[config.mk]
export PLATFORM = sky130hd
export DESIGN_NAME = stream_rr_arbiter_flat
export DESIGN_NICKNAME = d
export VERILOG_FILES = /design/src/rtl/stream_rr_arbiter_if.sv /design/src/rtl/stream_rr_arbiter.sv /design/src/flat_wrapper.sv
export SDC_FILE = /design/constraint.sdc
export NUM_CORES = 1
export LEC_CHECK = 0
export ABC_CLOCK_PERIOD_IN_PS = 3400
export BUFFER_PORTS_ARGS = -buffer_cell sky130_fd_sc_hd__buf_2
export CAP_MARGIN = 40
export CELL_PAD_IN_SITES_DETAIL_PLACEMENT = 1
export CELL_PAD_IN_SITES_GLOBAL_PLACEMENT = 1
export CORE_AREA = 2 2 59 61
export DETAILED_ROUTE_END_ITERATION = 6
export DIE_AREA = 0 0 61 63
export GPL_TIMING_DRIVEN = 0
export PLACE_DENSITY = 0.89
export RECOVER_POWER = 50
export SLEW_MARGIN = 30
export SYNTH_ARGS = -nofsm -noshare
export SYNTH_HDL_FRONTEND = slang
export SYNTH_SLANG_ARGS = --single-unit
[constraint.sdc]
create_clock -name clk_i -period 3.4 [get_ports clk_i]
set_clock_uncertainty 0.1 [all_clocks]
set_input_delay 0.34 -clock clk_i [delete_from_list [all_inputs] [get_ports clk_i]]
set_output_delay 0.34 -clock clk_i [all_outputs]
set_load 0.02 [all_outputs]
[src/rtl/stream_rr_arbiter_if.sv]
// Bundles the N requester streams and the merged output stream of the
// round-robin arbiter. The arbiter uses the slave modport. The traffic
// source and sink side uses the master modport.
interface stream_rr_arbiter_if #(
   parameter int N  = 4,
   parameter int DW = 8
);
   localparam int IW = $clog2(N);

   logic [N-1:0]    valid_i;
   logic [N-1:0]    ready_o;
   logic [N*DW-1:0] data_i;
   logic [N-1:0]    last_i;
   logic            valid_o;
   logic            ready_i;
   logic [DW-1:0]   data_o;
   logic            last_o;
   logic [IW-1:0]   idx_o;

   modport slave (
      input  valid_i, data_i, last_i, ready_i,
      output ready_o, valid_o, data_o, last_o, idx_o
   );

   modport master (
      output valid_i, data_i, last_i, ready_i,
      input  ready_o, valid_o, data_o, last_o, idx_o
   );
endinterface

[src/rtl/stream_rr_arbiter.sv]
// Round-robin, packet-locked arbiter. It merges N valid/ready streams onto one
// output. Once a winner has presented a beat, the winner stays granted until
// its last beat is accepted. This keeps the output stable while stalled and
// never interleaves beats from different packets.
module stream_rr_arbiter #(
   parameter int N  = 4,
   parameter int DW = 8
) (
   input  logic                clk_i,
   input  logic                rst_i,
   input  logic                clear_i,
   stream_rr_arbiter_if.slave  bus
);
   localparam int IW = $clog2(N);

   typedef enum logic {IDLE, LOCKED} state_t;

   state_t        state_q, state_d;
   logic [IW-1:0] ptr_q, ptr_d;
   logic [IW-1:0] lock_q, lock_d;

   logic [DW-1:0] data_arr [N];
   logic          win_found;
   logic [IW-1:0] win_idx;
   logic [IW-1:0] cand;
   logic [IW-1:0] sel_idx;
   logic          grant_en;
   logic          gate;
   logic          hs;

   // Returns (p + off) mod N. Both p and off are below N, so a single
   // subtraction is enough.
   function automatic logic [IW-1:0] rot_idx(input logic [IW-1:0] p, input int off);
      int s;
      s = int'(p) + off;
      if (s >= N) s = s - N;
      return IW'(s);
   endfunction

   // Returns (v + 1) mod N. This keeps ptr below N when N is not a power of two.
   function automatic logic [IW-1:0] inc_mod(input logic [IW-1:0] v);
      if (v == IW'(N - 1)) return '0;
      return v + 1'b1;
   endfunction

   generate
      for (genvar gi = 0; gi < N; gi++) begin : g_unpack
         assign data_arr[gi] = bus.data_i[gi*DW +: DW];
      end
   endgenerate

   // Reset and clear both force the outputs to their idle values.
   assign gate = rst_i | clear_i;
   assign hs   = bus.valid_o & bus.ready_i;

   // Finds the first valid requester, starting the search at ptr and wrapping.
   always_comb begin
      win_found = 1'b0;
      win_idx   = '0;
      cand      = '0;
      for (int i = 0; i < N; i++) begin
         cand = rot_idx(ptr_q, i);
         if (!win_found && bus.valid_i[cand]) begin
            win_found = 1'b1;
            win_idx   = cand;
         end
      end
   end

   // Holds the state register: current state, priority pointer and locked requester.
   always_ff @(posedge clk_i or posedge rst_i) begin
      if (rst_i) begin
         state_q <= IDLE;
         ptr_q   <= '0;
         lock_q  <= '0;
      end else begin
         state_q <= state_d;
         ptr_q   <= ptr_d;
         lock_q  <= lock_d;
      end
   end

   // Computes the next state: lock onto a winner, advance ptr on a last beat,
   // and let clear_i take priority over any handshake.
   always_comb begin
      state_d = state_q;
      ptr_d   = ptr_q;
      lock_d  = lock_q;
      if (clear_i) begin
         state_d = IDLE;
         ptr_d   = '0;
         lock_d  = '0;
      end else begin
         case (state_q)
            IDLE: begin
               if (win_found) begin
                  if (hs && bus.last_i[win_idx]) begin
                     ptr_d = inc_mod(win_idx);
                  end else begin
                     state_d = LOCKED;
                     lock_d  = win_idx;
                  end
               end
            end
            LOCKED: begin
               if (hs && bus.last_i[lock_q]) begin
                  ptr_d   = inc_mod(lock_q);
                  state_d = IDLE;
               end
            end
            default: state_d = IDLE;
         endcase
      end
   end

   // Drives the outputs: forward the selected requester, or all zeros when
   // nothing is granted.
   always_comb begin
      sel_idx     = (state_q == LOCKED) ? lock_q : win_idx;
      grant_en    = ~gate & ((state_q == LOCKED) | win_found);
      bus.valid_o = grant_en & bus.valid_i[sel_idx];
      bus.data_o  = grant_en ? data_arr[sel_idx] : '0;
      bus.last_o  = grant_en & bus.last_i[sel_idx];
      bus.idx_o   = grant_en ? sel_idx : '0;
   end

   generate
      for (genvar gi = 0; gi < N; gi++) begin : g_ready
         assign bus.ready_o[gi] = grant_en & (sel_idx == IW'(gi)) & bus.ready_i;
      end
   endgenerate
endmodule

[src/flat_wrapper.sv]
// flat-port wrapper written by rule: the top's interface ports become plain ports
module stream_rr_arbiter_flat 
#(
   parameter int N  = 4,
   parameter int DW = 8
)
  (clk_i, rst_i, clear_i, bus_valid_i, bus_data_i, bus_last_i, bus_ready_i, bus_ready_o, bus_valid_o, bus_data_o, bus_last_o, bus_idx_o);
  stream_rr_arbiter_if #(.N(N), .DW(DW)) bus_i ();
  input  logic clk_i;
  input  logic rst_i;
  input  logic clear_i;
  input wire logic [$bits(bus_i.valid_i)-1:0] bus_valid_i;
  input wire logic [$bits(bus_i.data_i)-1:0] bus_data_i;
  input wire logic [$bits(bus_i.last_i)-1:0] bus_last_i;
  input wire logic [$bits(bus_i.ready_i)-1:0] bus_ready_i;
  output wire logic [$bits(bus_i.ready_o)-1:0] bus_ready_o;
  output wire logic [$bits(bus_i.valid_o)-1:0] bus_valid_o;
  output wire logic [$bits(bus_i.data_o)-1:0] bus_data_o;
  output wire logic [$bits(bus_i.last_o)-1:0] bus_last_o;
  output wire logic [$bits(bus_i.idx_o)-1:0] bus_idx_o;
  assign bus_i.valid_i = bus_valid_i;
  assign bus_i.data_i = bus_data_i;
  assign bus_i.last_i = bus_last_i;
  assign bus_i.ready_i = bus_ready_i;
  assign bus_ready_o = bus_i.ready_o;
  assign bus_valid_o = bus_i.valid_o;
  assign bus_data_o = bus_i.data_o;
  assign bus_last_o = bus_i.last_o;
  assign bus_idx_o = bus_i.idx_o;
  stream_rr_arbiter #(.N(N), .DW(DW)) u_core (.clk_i(clk_i), .rst_i(rst_i), .clear_i(clear_i), .bus(bus_i));
endmodule
# Word-level counts from Yosys, hierarchy flattened
# Cells that the tools add are included.
totals:
  register_bits: 5
  in_bits: 44
  out_inout_bits: 16
  elab_cells: 124
op_classes:
  n_addsub: 9
  magnitude_cmp: 12
  n_eq_ne: 10
  muxes: 61
  bitwise_logic: 17
  n_reduce_logical: 12
ops:
  columns: ["cell", "n"]
  rows:
  - ["$mux 2", 22]
  - ["$mux 1", 25]
  - ["$mux 8", 3]
  - ["$lt 2x3->1 const B", 7]
  - ["$bmux 1 s2", 8]
  - ["$bmux 8 s2", 1]
  - ["$and 1x1->1", 12]
  - ["$ge 3x3->1 const B", 4]
  - ["$eq 2x2->1 const B", 4]
  - ["$sub 2x1->2 const B", 4]
  - ["$add 2x2->3 const B", 2]
  - ["$ne 3x2->1 const B", 2]
  - ["$reduce_and 3->1", 2]
  - ["$logic_and 1x1->1", 5]
  - ["$add 2x1->2 const B", 2]
  - ["$ne 2x2->1 const B", 2]
  - ["$pmux 2 s2", 1]
  - ["$add 2x1->3 const B", 1]
  - ["$ge 2x3->1 const B", 1]
  - ["$logic_not 1->1", 3]
  - ["$ne 3x3->1 const B", 1]
  - ["$not 2->3", 1]
  - ["$eq 2x1->1 const B", 1]
  - ["$logic_not 2->1", 1]
  - ["other kinds (4)", 6]

# Logic depth before layout (Yosys ltp)
# Gate-level depths: netlist of run 1.
logic_depth:
  word_depth: 29
  mapped_depth: 8
  mapped_depth_nobuf: 7

# Worst setup path after synthesis of run 1
# Ideal clock, no wire load.
synth_timing:
  path_kind: "input to output"
  from: "input bus_valid_i[2]"
  to: "output bus_data_o[0]"
  arrival_time_ns: 2.274
  required_time_ns: 2.960
  setup_slack_ns: 0.686
  path_stages: 7
  n_path_buf: 2
  cell_sequence: "nor2b_1 -> a221o_1 -> o21ai_2 -> clkbuf_1 -> clkbuf_1 -> nand2_1 -> a311oi_1"
synth_via:
  elab_chain_cells: 18
  word_cells_on_any_way: 30
  classes_between: "mux (21); bitwise (3); reduce/logical (6)"
synth_rtl:
  columns: ["element", "line_no", "rtl"]
  rows:
  - ["start, declared", "flat_wrapper.sv:12", "input wire logic [$bits(bus_i.valid_i)-1:0] bus_valid_i;"]
  - ["$bmux 1 s2", "stream_rr_arbiter.sv:63", "if (!win_found && bus.valid_i[cand]) begin"]
  - ["$mux 1 (not written as such)", "stream_rr_arbiter.sv:63", null]
  - ["$mux 1", "stream_rr_arbiter.sv:63", null]
  - ["$logic_not 1->1", "stream_rr_arbiter.sv:63", null]
  - ["$logic_and 1x1->1", "stream_rr_arbiter.sv:63", null]
  - ["$mux 1", "stream_rr_arbiter.sv:63", null]
  - ["$logic_not 1->1", "stream_rr_arbiter.sv:63", null]
  - ["$logic_and 1x1->1", "stream_rr_arbiter.sv:63", null]
  - ["$mux 1", "stream_rr_arbiter.sv:63", null]
  - ["$logic_not 1->1", "stream_rr_arbiter.sv:63", null]
  - ["$logic_and 1x1->1", "stream_rr_arbiter.sv:63", null]
  - ["$mux 2", "stream_rr_arbiter.sv:63", null]
  - ["$mux 2", "stream_rr_arbiter.sv:119", "sel_idx = (state_q == LOCKED) ? lock_q : win_idx;"]
  - ["$not 2->3 (not written as such)", "stream_rr_arbiter.sv:122", "bus.data_o = grant_en ? data_arr[sel_idx] : '0;"]
  - ["$bmux 8 s2", "stream_rr_arbiter.sv:122", null]
  - ["$mux 8 (not written as such) (2 in series)", "stream_rr_arbiter.sv:122", null]
  - ["$mux 8 *", "stream_rr_arbiter.sv:122", null]
  - ["end, declared", "flat_wrapper.sv:18", "output wire logic [$bits(bus_i.data_o)-1:0] bus_data_o;"]
# Every way passes the cells marked *; elsewhere a longest branch is shown, timed or not. The select of a mux whose other input is x is not followed.

# Final worst setup path of run 1
layout_timing:
  from: "register u_core.ptr_q[1]"
  to: "output bus_data_o[1]"
layout_via:
  elab_chain_cells: 20
  word_cells_on_any_way: 45
  classes_between: "add/sub (7); order compare (4); mux (25); bitwise (3); reduce/logical (6)"
layout_rtl:
  columns: ["element", "line_no", "rtl"]
  rows:
  - ["start, declared", "stream_rr_arbiter.sv:19", "logic [IW-1:0] ptr_q, ptr_d;"]
  - ["start signal, assigned", "stream_rr_arbiter.sv:78", "ptr_q <= ptr_d;"]
  - ["parallel branches: the longest is 19 deep, another holds $add 2x1->3", null, null]
  - ["$mux 8 *", "stream_rr_arbiter.sv:122", null]
# Mark *: on every way between the ends. The select of a mux whose other input is x is not followed.

==> results of run 1 <==
## area by class of cell
class                           instances  share of cell area, %
Multi-Input combinational cell        114                  54.34
Timing Repair Buffer                   60                  24.72
Sequential cell                         5                  10.21
Tap cell                               46                  4.699
Buffer                                  7                  2.349
Clock buffer                            4                  2.145
Inverter                                5                  1.532
## sequential cells by signal, indices dropped and copies added, names as in the netlist
register        count
u_core.lock_q       2
u_core.ptr_q        2
u_core.state_q      1
## power by group through the flow
stage / Combinational [mW] / Sequential (mW) / Clock [mW]
6_report: 0.147 / 0.0654 / 0.0698
5_1_grt: 0.163 / 0.0658 / 0.0737
4_1_cts: 0.148 / 0.0654 / 0.0706
3_5_place_dp: 0.146 / 0.0662 / 0
3_3_place_gp: 0.144 / 0.0662 / 0
2_1_floorplan: 0.0896 / 0.0651 / 0
## cells in the mapped netlist
library cell  number
nor3_1             5
xnor2_1            2
a21oi_1            5
o21ai_0            3
or3_1              2
a21bo_2            1
o21ai_2            1
a211oi_1           3
o41a_1             1
and3_1            10
a221o_1            1
nand2_1           40
or4_1              1
o21bai_1           1
inv_1              5
a221oi_1           1
a311oi_1           8
or2_2              1
o31a_1             2
nand3_1            1
mux2i_1            2
clkbuf_1           7
dfrtp_1            5
nand2b_1           2
mux4_2             1
nor2_1             9
mux2_1             1
a21o_1             1
o21ai_1            2
o211ai_1           2
a211o_1            1
nor2b_1            3
o311ai_1           1
## through the flow
stage               setup slack [ns]  std cells  power (mW)  area, µm²  util (%)
global placement              0.3187        236      0.2097       1185     36.66
finish                        0.2918        241      0.2827       1225     37.90
global route                 0.07712        241      0.3026       1225     37.90
floorplan                     0.6857        131      0.1547      832.0         -
CTS                           0.1439        241      0.2838       1221     37.79
detailed placement            0.3153        236      0.2124       1185     36.66
## per-layer routing
layer | part of all wire, % | vias to the layer above | global-route usage (%)
met2 | 51 | 23 | 26.21
li1 | - | 605 | -
met1 | 45 | 592 | 23.68
met4 | 1.0 | 0 | 4.348
met3 | 3.1 | 6 | 1.656
met5 | 0 | - | 0
## path summary, 6_finish.rpt
check,slack [ns],cells after the start,end
hold reg to reg,0.51,2,u_core.ptr_q[0]$_DFFE_PP0P_
setup reg to reg,0.70,7,u_core.lock_q[1]$_DFFE_PP0P_
setup / recovery,0.29,8,bus_data_o[1]
hold / removal,0.24,2,u_core.ptr_q[1]$_DFFE_PP0P_
max in group asynchronous,2.59,3,u_core.ptr_q[1]$_DFFE_PP0P_
min in group asynchronous,0.43,3,u_core.lock_q[1]$_DFFE_PP0P_
## kinds of logic (layout without fill, tap and decap cells)
| group | Yosys count | count (layout) | synth area share, % |
|---|---|---|---|
| DFF | 5 | 5 | 15.04 |
| muxes | 4 | 4 | 6.466 |
| and+or+nand+nor | 74 | 74 | 40.15 |
| xor gates and xnor gates | 2 | 2 | 2.106 |
| buffers and inverters | 12 | 76 | 5.414 |
| AOI/OAI and AO/OA | 34 | 34 | 30.83 |
## what timing repair did
item                       in CTS  in global routing
setup buffers                   0                  0
hold buffers                    1                  0
hold endpoints to repair        5                  0
setup endpoints to repair       0                  8
gates resized for setup         0                  5
## placed cells by master (no fill, tap or decap)
master,instances
a211o_1,1
a211oi_1,3
a21bo_2,1
a21o_1,1
a21oi_1,5
a221o_1,1
a221oi_1,1
a311oi_1,8
and3_1,10
buf_2,57
clkbuf_1,8
clkbuf_2,2
clkbuf_4,3
dfrtp_1,5
dlygate4sd3_1,1
inv_1,5
mux2_1,1
mux2i_1,2
mux4_2,1
nand2_1,40
nand2b_1,2
nand3_1,1
nor2_1,9
nor2b_1,3
nor3_1,5
o211ai_1,2
o21ai_0,4
o21ai_2,2
o21bai_1,1
o311ai_0,1
o31a_1,2
o41a_1,1
or2_2,1
or3_1,2
or4_1,1
xnor2_1,2
## worst max-delay path, stage by stage (launching register included)
cell,delay (ns)
dfrtp_1,0.44
nand2_1,0.12
a221o_1,0.26
nand2_1,0.18
o21ai_2,0.39
clkbuf_1,0.44
nand2_1,0.11
a311oi_1,0.27
buf_2,0.21
==> flow_summary.ini, run 1 <==
[route]
vias_per_cell = 5.087
wl_per_cell_um = 13.57
drt-total-wl_mm = 3.271
num_vias = 1226
final_antenna_net_count = 0
drt_iter0_markers = 38
dr.pass1.iters = 4
drcViolationCount = 0

[cts]
clockBufferDepth = 2
cts_tree = built
htreeDepth = 1
clkSinkCount = 5
cts-root-buf = clkbuf_4
insertion_delay_ns = 0.25
numCtsBuffers = 3
clk_pin_slew_worst_paths_ns = 0.04

[pwr]
leakage_nw = 0.6126
p_seq_share_pct = 23.1
p_comb_share_pct = 52.2
p_sw_mw = 0.1147
powerDensity_mw_per_mm2 = 230.8
clockPowerShare_pct = 24.7
vdd_drop_max_uv = 109.0
p_int_mw = 0.1680
swShare_pct = 40.58

[grt]
grt_start_max_net_pins = 11
antenna_found_initial = 0
gr-total-overflow = 0
grt_first_pass_wirelength_mm = 5.030
grtUsageTotal_pct = 16.61
grt_pass1_vias = 1090

[logic_synthesis]
syn-num-nets = 175
synth-seq-cells = 5
yosysWarnings = 0
post_synth.cell_area_avg_um2 = 6.352
synth_area_leader_cell = nand2_1
netlist_area_um2 = 832.0
synthCells = 131
synth_cell_types = 33
synth_top_area_share_pct = 18.05
seq_area_frac_synth_pct = 15.04
netlist_top_cells_area = nand2_1, dfrtp_1, a311oi_1

[job]
cap_violations = 0

[sta]
tns_ns = 0
setup_viol = 0
holdWs_ns = 0.2409
period_share_pct = 91.42
layout_min_cycle_time_ns = 3.108
finalHoldViolCount = 0
slew_violations = 0
worst_pin_slew_ns = 0.5666
max-slew-margin-rel_pct = 61.93
rsz0062_at_grt = no
max_freq_mhz = 321.7

[setup_path]
arrival_ns = 2.67
cp-start-kind = register
cp.required_ns = 2.96
critPathMaxFanout = 10
worstSetupPathType = register to output pin
critPathLaunch = u_core.ptr_q[1]$_DFFE_PP0P_
reg2reg_from = u_core.state_q$_DFF_PP0_
cp-end-kind = output pin

[die]
row_count = 21
die_area_mm2 = 0.003843
floorplan.initialDensity_pct = 25.75
die_height_um = 63
die_w_um = 61
ioPinCount = 60
core-area_mm2 = 0.003232

[place]
gp_congestion = 0.8346
io_buffers = 59
dp_hpwl_mm = 2.640

[worst_hold_path]
worstHoldStart = clear_i
worstHoldPathType = input port to register

[final_layout]
seq_area_um2 = 125.1
area_growth_pct = 47.22
nFillCells = 465
multi_input_area_um2 = 665.6
drive_above_1_share_pct = 34.36
fin_nets = 240
antenna-diode-count = 0

[outcome]
outcome = finished, final reports clean
Power figures use the tool's default switching activity.
==> run 2, diff against run 1 <==
--- a/config.mk
+++ b/config.mk
@@ -5,16 +5,16 @@
 export SDC_FILE = /design/constraint.sdc
 export NUM_CORES = 1
 export LEC_CHECK = 0
-export ABC_CLOCK_PERIOD_IN_PS = 3400
+export ABC_CLOCK_PERIOD_IN_PS = 2800
 export BUFFER_PORTS_ARGS = -buffer_cell sky130_fd_sc_hd__buf_2
 export CAP_MARGIN = 40
 export CELL_PAD_IN_SITES_DETAIL_PLACEMENT = 1
 export CELL_PAD_IN_SITES_GLOBAL_PLACEMENT = 1
-export CORE_AREA = 2 2 59 61
+export CORE_AREA = 2 2 64 66
 export DETAILED_ROUTE_END_ITERATION = 6
-export DIE_AREA = 0 0 61 63
+export DIE_AREA = 0 0 66 68
 export GPL_TIMING_DRIVEN = 0
-export PLACE_DENSITY = 0.89
+export PLACE_DENSITY = 0.81
 export RECOVER_POWER = 50
 export SLEW_MARGIN = 30
 export SYNTH_ARGS = -nofsm -noshare
==> constraint.sdc (replaced) <==
create_clock -name clk_i -period 2.8 [get_ports clk_i]
set_clock_uncertainty 0.1 [all_clocks]
set_input_delay 0.28 -clock clk_i [delete_from_list [all_inputs] [get_ports clk_i]]
set_output_delay 0.28 -clock clk_i [all_outputs]
set_load 0.02 [all_outputs]
==> run 2 against run 1 <==
  * Cell area grew 8.5%
  * Clock power is 93% higher
  * Power grew 45%
  * Worst setup slack got worse by 0.15 ns
  * First-iteration DRC count is 39% lower
  * Non-clock buffer count rose by 5
  * Count of clock-buffer cells in the layout is the same
  * Sequential power up 22%
==> flow_summary.ini, run 2 (same netlist as run 1, synthesis figures left out) <==
[place]
io_buffers = 59
gp_congestion = 0.7343
dp_hpwl_mm = 2.680
placed_area_mm2 = 0.001190

[pwr]
leakage_nw = 0.6584
powerDensity_mw_per_mm2 = 308.7
vdd_drop_max_uv = 257.1

[final_layout]
drive_above_1_share_pct = 39.50
nFillCells = 523
seq_area_um2 = 126.4
layout_commonest_cell = buf_2
top_regs = u_core.lock_q (2), u_core.ptr_q (2), u_core.state_q (1)
area_growth_pct = 59.70
antenna-diode-count = 0
multi_input_area_um2 = 694.4
stdcell_area_mm2 = 0.001329
fin_util_pct = 34.46
fin_nets = 245
final_cell_mix = buf_2, nand2_1, and3_1, nor2_1

[worst_hold_path]
worstHoldStart = clear_i
min_path_cells = 2
worstHoldPathType = input port to register

[sta]
finalHoldViolCount = 0
tns_ns = 0
worst_pin_slew_ns = 0.5122
slew_violations = 0
period_share_pct = 94.82
layout_min_cycle_time_ns = 2.655
max-slew-margin-rel_pct = 65.85
setup_viol = 0
max_freq_mhz = 376.7

[setup_path]
reg2reg_depth = 8
critPathLaunch = u_core.ptr_q[1]$_DFFE_PP0P_
cp-end-kind = output pin
critPathMaxFanout = 10
max_stage_delay_ns = 0.41
slowest_stage = dfrtp_2
worstSetupPathType = register to output pin
crit_top_cell = nand2_1
arrival_ns = 2.27
reg2reg_from = u_core.state_q$_DFF_PP0_
cp-start-kind = register
cp.required_ns = 2.42
path_cells = nand2_1 > a221o_1 > o21ai_2 > buf_4 > clkbuf_4 > nand2_1 > a311oi_1 > buf_2

[grt]
grt_start_max_net_pins = 11
gr-total-overflow = 0
grt_pass1_vias = 1153
antenna_found_initial = 0
grt_first_pass_wirelength_mm = 5.292
grtUsageTotal_pct = 15.01

[cts]
htreeDepth = 1
cts-root-buf = clkbuf_8
insertion_delay_ns = 0.22
clk_pin_slew_worst_paths_ns = 0.04
numCtsBuffers = 3
clockBufferDepth = 2
cts_tree = built
clkSinkCount = 5

[die]
die_area_mm2 = 0.004488
row_count = 23
floorplan.initialDensity_pct = 21.58
ioPinCount = 60
core-area_mm2 = 0.003856
die_w_um = 66
die_height_um = 68

[route]
vias_per_cell = 4.892
drt_iter0_markers = 23
num_vias = 1223
wl_per_cell_um = 13.97
dr.pass1.iters = 4
drcViolationCount = 0
final_antenna_net_count = 0
drt-total-wl_mm = 3.492

[job]
cap_violations = 0

[outcome]
outcome = finished, final reports clean
-- run 2: worst paths after layout --
kind | endpoint | slack, ns
setup / recovery | bus_data_o[2] | 0.15
hold / removal | u_core.ptr_q[0]$_DFFE_PP0P_ | 0.21
setup reg to reg | u_core.lock_q[1]$_DFFE_PP0P_ | 0.28
hold reg to reg | u_core.ptr_q[0]$_DFFE_PP0P_ | 0.51
max in group asynchronous | u_core.ptr_q[1]$_DFFE_PP0P_ | 2.01
min in group asynchronous | u_core.ptr_q[0]$_DFFE_PP0P_ | 0.40
-- run 2: worst max-delay path, delay by kind of cell (launching register included) --
kind	cells	cell delay, ns
buffers and inverters	3	0.61
DFF	1	0.41
and+or+nand+nor	2	0.16
AOI/OAI and AO/OA	3	0.87
-- run 2: where the power goes --
group,leakage [nW],internal [mW],switching [mW]
sequential,0.0652,0.0758,0.00370
clock,0.0228,0.0978,0.0370
combinational,0.570,0.0855,0.110
total,0.658,0.259,0.151
-- run 2: timing repair --
item / in CTS / in global routing
setup buffers: 0 / 5
hold buffers: 1 / 0
pin swaps: 0 / 3
resized for setup: 9 / 8
endpoints found under the setup margin: 10 / 11
cloned: 0 / 0
hold endpoints to repair: 5 / 0
-- run 2: area by class of cell --
class	count	share of cell area (%)
flip-flops and latches	5	9.510
inverters	5	1.412
repair buffers	65	25.80
clock buffers	4	3.390
multi-input cells	114	52.26
plain buffers	7	2.919
well taps	50	4.708
-- run 2: layer usage --
metal / part of all wire [%] / routed length, µm / vias up / track usage, %
met5: 0 / 0 / - / 0
met4: 0.77 / 27 / 0 / 0.7653
met3: 4.4 / 152 / 5 / 3.454
met2: 49 / 1716 / 35 / 25.51
met1: 46 / 1596 / 568 / 20.43
li1: - / - / 615 / -
-- run 2: metrics by stage --
step                      setup slack, ns  power (mW)  hold WS [ns]  instances
after CTS                        0.004891      0.4014        0.2142        245
after global placement            -0.1919      0.2544       0.09888        240
after floorplan                    0.1516      0.1879      -0.04148        131
after detailed placement          -0.2667      0.2581        0.1020        240
after global routing             -0.02970      0.4435        0.2278        250
final                              0.1451      0.4102        0.2113        250
==> run 3, diff against run 2 <==
--- a/config.mk
+++ b/config.mk
@@ -5,16 +5,15 @@
 export SDC_FILE = /design/constraint.sdc
 export NUM_CORES = 1
 export LEC_CHECK = 0
-export ABC_CLOCK_PERIOD_IN_PS = 2800
+export ABC_CLOCK_PERIOD_IN_PS = 2760
 export BUFFER_PORTS_ARGS = -buffer_cell sky130_fd_sc_hd__buf_2
 export CAP_MARGIN = 40
-export CELL_PAD_IN_SITES_DETAIL_PLACEMENT = 1
-export CELL_PAD_IN_SITES_GLOBAL_PLACEMENT = 1
-export CORE_AREA = 2 2 64 66
+export CORE_AREA = 2 2 49 51
+export CTS_CLUSTER_DIAMETER = 80
 export DETAILED_ROUTE_END_ITERATION = 6
-export DIE_AREA = 0 0 66 68
+export DIE_AREA = 0 0 51 53
 export GPL_TIMING_DRIVEN = 0
-export PLACE_DENSITY = 0.81
+export PLACE_DENSITY = 0.84
 export RECOVER_POWER = 50
 export SLEW_MARGIN = 30
 export SYNTH_ARGS = -nofsm -noshare
==> constraint.sdc (replaced) <==
create_clock -name clk_i -period 2.76 [get_ports clk_i]
set_clock_uncertainty 0.1 [all_clocks]
set_input_delay 0.276 -clock clk_i [delete_from_list [all_inputs] [get_ports clk_i]]
set_output_delay 0.276 -clock clk_i [all_outputs]
set_load 0.02 [all_outputs]
==> run 3 against run 2 <==
  * Critical path depth unchanged
  * Clock power down 36%
  * Sequential cell count unchanged
  * Register-to-register slack got worse by 0.07 ns
  * Die area decreased by 40%
  * Worst hold slack lost 0.030 ns
  * Count of clock-buffer cells in the layout stayed put
  * Sequential share of layout area up 0.45 points
  * Non-clock buffer count fell by 2
  * First-iteration DRC count grew 110%
  * Critical path type unchanged
  * Largest cell class unchanged
==> flow_summary.ini, run 3 (same netlist as run 1, synthesis figures left out) <==
[pwr]
vdd_drop_max_uv = 153.8
leakage_nw = 0.6354
powerDensity_mw_per_mm2 = 284.3

[worst_hold_path]
worstHoldPathType = input port to register

[grt]
grtUsageTotal_pct = 20.48
grt_first_pass_wirelength_mm = 4.284
grt_start_max_net_pins = 11
grt_util_met2_pct = 31.60
gr-total-overflow = 0
antenna_found_initial = 0
use_met3_pct = 2.260
met1_usage_pct = 29.48
grt_pass1_vias = 985
top_usage_layer = met2

[route]
vias_per_cell = 5.425
final_antenna_net_count = 0
drcViolationCount = 0
dr.pass1.iters = 4
drt-total-wl_mm = 2.816
drt_iter0_markers = 49
num_vias = 1226
wl_per_cell_um = 12.46

[place]
dp.cells = 218
dp_hpwl_mm = 2.180
gp_congestion = 0.8301
io_buffers = 59

[die]
ioPinCount = 60
die_w_um = 51
floorplan.initialDensity_pct = 38.73
row_count = 17
core-area_mm2 = 0.002148
die_area_mm2 = 0.002703
die_height_um = 53

[final_layout]
multi_input_area_um2 = 699.4
top_regs = u_core.lock_q (2), u_core.ptr_q (2), u_core.state_q (1)
layout_commonest_cell = buf_2
fin_cells = 226
final_cell_mix = buf_2, nand2_1, and3_1, nor2_1, clkbuf_1
fin_nets = 243
drive_above_1_share_pct = 38.89
area_growth_pct = 52.48
antenna-diode-count = 0
fin_util_pct = 59.06
seq_area_um2 = 126.4
nFillCells = 216

[sta]
max-slew-margin-rel_pct = 68.49
rsz0062_at_grt = no
finalHoldViolCount = 0
setup_viol = 0
period_share_pct = 95.32
layout_min_cycle_time_ns = 2.631
tns_ns = 0
slew_violations = 0
holdWs_ns = 0.1816
worst_pin_slew_ns = 0.4726
max_freq_mhz = 380.1

[cts]
clk_pin_slew_worst_paths_ns = 0.04
clkSinkCount = 5
htreeDepth = 1
clockBufferDepth = 2
numCtsBuffers = 3
insertion_delay_ns = 0.25
cts_tree = built
cts-root-buf = clkbuf_4

[setup_path]
cp-end-kind = output pin
cp.required_ns = 2.38
cp-start-kind = register
critPathMaxFanout = 10
arrival_ns = 2.25
worstSetupPathType = register to output pin
rrSetupSlack_ns = 0.21

[outcome]
outcome = finished, final reports clean

[job]
cap_violations = 0
==> run 3: power by group <==
part	total (mW)	internal, mW	switching, mW
sequential	0.0805	0.0768	0.00370
clock	0.0861	0.0547	0.0314
combinational	0.194	0.0847	0.109
==> run 3: routing by layer <==
layer	wire, µm	vias to the layer above
met4	19	0
li1	-	614
met2	1406	51
met3	168	3
met1	1222	558
met5	0	-
==> run 3: timing repair <==
action / in CTS / in global routing
pin swaps: 0 / 2
resized for setup: 7 / 14
endpoints found under the setup margin: 8 / 14
endpoints found under the hold margin: 5 / 0
hold buffers: 1 / 0
setup buffers: 0 / 3
==> run 3: final cells by class <==
| type | count | share of cell area (%) |
|---|---|---|
| clock buffers | 4 | 2.071 |
| inverters | 5 | 1.479 |
| multi-input cells | 114 | 55.13 |
| flip-flops and latches | 5 | 9.961 |
| well taps | 28 | 2.761 |
| repair buffers | 63 | 25.64 |
| plain buffers | 7 | 2.959 |
==> run 3: worst paths after layout <==
path                                                 to  depth (start not counted)                   startpoint
min reg2reg                 u_core.ptr_q[0]$_DFFE_PP0P_                          2  u_core.ptr_q[0]$_DFFE_PP0P_
max in group asynchronous   u_core.ptr_q[1]$_DFFE_PP0P_                          3                        rst_i
max reg2reg                u_core.lock_q[1]$_DFFE_PP0P_                          8     u_core.state_q$_DFF_PP0_
max                                       bus_data_o[1]                          8  u_core.ptr_q[1]$_DFFE_PP0P_
min                         u_core.ptr_q[1]$_DFFE_PP0P_                          2                      clear_i
min in group asynchronous  u_core.lock_q[0]$_DFFE_PP0P_                          3                        rst_i
==> run 3: worst max-delay path, cell delays in order, from the launching register on <==
cell	delay (ns)
dfrtp_2	0.41
nand2_1	0.08
a221o_1	0.38
o21ai_2	0.19
buf_4	0.18
buf_4	0.18
nand2_1	0.08
a311oi_2	0.29
buf_2	0.22
==> run 3: per-stage QoR <==
step                      worst slack, ns  cell area, µm²  power (mW)
after floorplan                    0.1156           832.0      0.1906
after global placement           -0.07590            1162      0.2555
after detailed placement         -0.08068            1162      0.2558
after CTS                        0.002341            1219      0.3482
after global routing             0.003598            1269      0.3841
final                              0.1291            1269      0.3608
